$ cat src/rtl/demux_1to8_dec.sv
// ---------------------------------------------------------------------------
// demux_1to8_dec
// Slot write-enable decoder for the serial capture block. Turns a binary slot
// index into a one-hot write enable. All enables are low when en is low, so
// no staging bit changes in that cycle.
//
// Ports:
//   sel  in   SEL_W  slot index to write
//   en   in   1      a bit is being accepted this cycle
//   we   out  N      one-hot write enable (all zero when en=0)
// ---------------------------------------------------------------------------
module demux_1to8_dec #(
   parameter int N     = 8,
   parameter int SEL_W = 3
) (
   input  logic [SEL_W-1:0] sel,
   input  logic             en,
   output logic [N-1:0]     we
);

   always_comb begin
      we = '0;
      if (en) begin
         we[sel] = 1'b1;
      end
   end

endmodule

$ cat src/rtl/demux_1to8_capture.sv
// ---------------------------------------------------------------------------
// demux_1to8_capture
// Serial-to-parallel capture at the receive end of the mux-based serial link.
// Each accepted serial bit goes into one of N staging slots, chosen by an
// internal slot counter. When slot N-1 is filled, the whole word is moved
// into a registered output that uses a valid/ready handshake. A start bit
// aligns the counter to slot 0.
//
// Ports:
//   clk        in   1      rising-edge clock
//   rst_n      in   1      asynchronous active-low reset
//   din        in   1      serial data bit
//   din_valid  in   1      din is consumed this cycle (no backpressure)
//   start      in   1      din is slot 0 of a new frame (only when din_valid)
//   y          out  N      captured word; y[k] is the k-th bit after start
//   out_valid  out  1      y holds an unconsumed frame
//   out_ready  in   1      consumer takes y when out_valid & out_ready
//   sel        out  SEL_W  slot the next accepted bit is written to
//   overrun    out  1      pulse: completed frame lost because y was held
//   sync_err   out  1      pulse: start arrived with a partial frame pending
// ---------------------------------------------------------------------------
module demux_1to8_capture #(
   parameter int N     = 8,
   parameter int SEL_W = 3
) (
   input  logic             clk,
   input  logic             rst_n,
   input  logic             din,
   input  logic             din_valid,
   input  logic             start,
   output logic [N-1:0]     y,
   input  logic             out_ready,
   output logic             out_valid,
   output logic [SEL_W-1:0] sel,
   output logic             overrun,
   output logic             sync_err
);

   localparam logic IDLE = 1'b0;
   localparam logic RUN  = 1'b1;

   localparam logic [SEL_W-1:0] LAST_SLOT = SEL_W'(N - 1);

   logic             state_q,     state_d;
   logic [SEL_W-1:0] sel_q,       sel_d;
   logic [N-1:0]     staging_q,   staging_d;
   logic [N-1:0]     y_q,         y_d;
   logic             out_valid_q, out_valid_d;
   logic             overrun_q,   overrun_d;
   logic             sync_err_q,  sync_err_d;

   logic             accept;
   logic [SEL_W-1:0] wr_sel;
   logic [N-1:0]     we;
   logic             complete;

   // A bit is taken in RUN, or in IDLE only when it carries start. Start
   // always sends the bit to slot 0, whatever the counter holds.
   assign accept = din_valid & ((state_q == RUN) | start);
   assign wr_sel = start ? '0 : sel_q;

   demux_1to8_dec #(
      .N     (N),
      .SEL_W (SEL_W)
   ) u_dec (
      .sel (wr_sel),
      .en  (accept),
      .we  (we)
   );

   // Start forces slot 0, so a start bit can never complete a frame.
   assign complete = accept & (wr_sel == LAST_SLOT);

   always_comb begin
      state_d     = state_q;
      sel_d       = sel_q;
      y_d         = y_q;
      out_valid_d = out_valid_q;
      overrun_d   = 1'b0;
      sync_err_d  = 1'b0;

      staging_d = (staging_q & ~we) | (we & {N{din}});

      if (accept) begin
         state_d = RUN;
         sel_d   = wr_sel + 1'b1;
      end

      if (din_valid && start && (state_q == RUN) && (sel_q != '0)) begin
         sync_err_d = 1'b1;
      end

      // staging_d already includes the final bit, so it is the completed word.
      if (complete) begin
         if (!out_valid_q || out_ready) begin
            y_d         = staging_d;
            out_valid_d = 1'b1;
         end else begin
            overrun_d = 1'b1;
         end
      end else if (out_valid_q && out_ready) begin
         out_valid_d = 1'b0;
      end
   end

   always_ff @(posedge clk or negedge rst_n) begin
      if (!rst_n) begin
         state_q     <= IDLE;
         sel_q       <= '0;
         staging_q   <= '0;
         y_q         <= '0;
         out_valid_q <= 1'b0;
         overrun_q   <= 1'b0;
         sync_err_q  <= 1'b0;
      end else begin
         state_q     <= state_d;
         sel_q       <= sel_d;
         staging_q   <= staging_d;
         y_q         <= y_d;
         out_valid_q <= out_valid_d;
         overrun_q   <= overrun_d;
         sync_err_q  <= sync_err_d;
      end
   end

   assign y         = y_q;
   assign out_valid = out_valid_q;
   assign sel       = sel_q;
   assign overrun   = overrun_q;
   assign sync_err  = sync_err_q;

endmodule

$ cat config.mk
export PLATFORM = sky130hd
export DESIGN_NAME = demux_1to8_capture
export DESIGN_NICKNAME = d
export VERILOG_FILES = /design/src/rtl/demux_1to8_dec.sv /design/src/rtl/demux_1to8_capture.sv
export SDC_FILE = /design/constraint.sdc
export NUM_CORES = 1
export LEC_CHECK = 0
export CAP_MARGIN = 20
export CORE_MARGIN = 2
export CORE_UTILIZATION = 45
export CTS_CLUSTER_DIAMETER = 80
export DETAILED_ROUTE_END_ITERATION = 8
export GPL_ROUTABILITY_DRIVEN = 0
export PLACE_DENSITY = 0.72
export SYNTH_ARGS = -nofsm -noshare
export SYNTH_HDL_FRONTEND = slang
export SYNTH_HIERARCHICAL = 1
export SYNTH_SLANG_ARGS = --single-unit
$ cat constraint.sdc
create_clock -name clk -period 2.4 [get_ports clk]
set_input_delay 0.48 -clock clk [delete_from_list [all_inputs] [get_ports clk]]
set_output_delay 0.48 -clock clk [all_outputs]
set_load 0.1 [all_outputs]
==> metrics <==
CTS clk-pin slew, worst paths between 100 and 150 ps; buffer count from post-CTS setup fixing 0; Power Density just under 900 mW/mm²; synth top area cells dfrtp_1 (57%), mux2_2 (20%), and4bb_2 (3.7%); min Tclk post-route approximately 2100 ps; placed cell count around 120; initial antenna violation count 0; number of CTS-inserted buffers 3; Initial DRC Count 6; Routed Antenna Nets 0; final wirelength 1.59 mm; hold slack just over 500 ps; Worst Max-Slew Pin Slew 292 ps; Hold-fix buffers, CTS 0; HP Class in2async; post-CTS sizing 0; Avg Inst Size Synth 15.1 µm²; count of buffers from port buffering 19; Max Clock Freq about 0.48 GHz; Crit. End Element register; fin. max-slew vios 0; Worst Path Required between 2000 and 3000 ps; # fillers 193; Synth warnings 6; diodes inserted 0; CTS max path bufs 2; synthesis-to-layout area growth 21.9%; layout cells sized above 1 0.560; TritonRoute pass-1 iters 2; final setup margin roughly 310 ps; Top-Level Pins 20; Rows 17; largest net degree at the start of global routing 24; core area between 0.002 and 0.0025 mm²; nets 100; Synth top area share 0.569; Die Height 51.4 µm; total global routing overflow 0; max cap viols 0; Total Power approximately 1.1 mW; initial core utilization 0.467; Seq cells post-synth 23; clock root buffer clkbuf_4; Max transition margin 0.805; dpl ws between 7 and 8 ps; Finished Layout Cells approximately 120; clk_lat worst skew 300 ps; Seq/Total Area, Yosys 0.569; htree depth 1; commonest cells after routing, fill and taps aside dfrtp_1 (23), mux2_2 (18), buf_4 (16); first-pass GRT wire length about 2.7 mm; Lkg Pwr between 0.6 and 0.7 nW; Mapped Cells 67; GRT Total Usage 0.143; RSZ-0062 raised after global routing no; setup TNS 0 ps; critical path data arrival time between 2000 and 2500 ps; drt wl/cell between 10 and 15 µm; final worst clock skew 1.60 ps; Fin. Hold Viols 0; most common cell after layout, fill and taps aside dfrtp_1; CTS tree built; Final period util 0.869; Synth area leader dfrtp_1; drt via density ~5; Netlist cell types 18; setup violators final 0; startpoint types primary input; CTS sink cnt 23; vias in the first global route 586; cell area after synthesis between 0.001 and 0.0015 mm²; # DRC 0; Die ar. approximately 0.0026 mm²; width of the die just over 50 µm; status finished clean; Vias roughly 600; Max FO, Critical Path 10; post-synth net total 75; post-DP HPWL roughly 1.2 mm; CP Class in2reg; Peak VDD IR about 500 µV
[kinds of logic after synthesis]
family | Yosys count | share of synthesized area
flip-flops | 23 | 0.569
AND/OR/NAND/NOR | 20 | 0.173
multiplexers | 18 | 0.200
AO/OA/AOI/OAI | 3 | 0.0223
adder cells (fa/ha/maj) | 2 | 0.0247
buffers and inverters | 1 | 0.0111
[metrics by stage]
step            util  cell area [µm²]
2_1_floorplan      -             1010
3_3_place_gp   0.556             1210
3_5_place_dp   0.556             1210
4_1_cts        0.569             1230
5_1_grt        0.569             1230
6_report       0.569             1230
[metal layers]
layer,track usage,part of all wire
met5,0,0
met4,0.0921,0.010
met2,0.214,0.51
met3,0.0175,0.023
met1,0.195,0.46
[power breakdown]
| part | internal [mW] | leakage, nW | total [mW] | switching, mW |
|---|---|---|---|---|
| Combinational | 0.127 | 0.289 | 0.416 | 0.288 |
| Sequential | 0.466 | 0.298 | 0.498 | 0.0320 |
| Clock | 0.0621 | 0.0177 | 0.175 | 0.113 |
[synth_stat cells]
cell / n
buf_6: 1
a21o_2: 1
and2b_2: 3
nor4b_2: 1
nand2_1: 2
a31oi_1: 1
ha_1: 2
and4bb_2: 3
nor2_1: 3
nand3_1: 1
o21a_1: 1
nor3_1: 1
nand3_4: 1
nand2b_1: 1
and4_2: 1
mux2_2: 18
and4b_2: 3
dfrtp_1: 23
[layout make-up]
type / instances / area, µm² / area share
flip-flops and latches: 23 / 576 / 0.467
well taps: 28 / 35.0 / 0.0284
clock inverters: 1 / 5.00 / 0.00406
clock buffers: 3 / 22.5 / 0.0183
multi-input cells: 43 / 425 / 0.345
repair buffers: 21 / 170 / 0.138
[path summary, 6_finish.rpt]
path | endpoint | startpoint | cells past startpoint | slack (ps)
setup / recovery | y[0] | start | 6 | 310
hold / removal | out_valid | rst_n | 2 | 510
setup reg to reg | y[0] | sel[0] | 5 | 640
hold reg to reg | staging_q[1] | staging_q[1] | 1 | 510
max in group asynchronous | staging_q[7] | rst_n | 2 | 1670
min in group clk | staging_q[1] | staging_q[1] | 1 | 510
[registers in the layout (all words and copies together) (netlist names)]
signal	cells
out_valid	1
overrun	1
sel	3
staging_q	8
state_q	1
sync_err	1
y	8
[worst max-delay path, cell delays in order]
cell and delay, ps:
clkdlybuf4s50_1 560, and2b_2 300, ha_1 220, ha_1 230, nand3_4 150, mux2_2 350
Note: power is estimated with default switching activity, not from simulation.
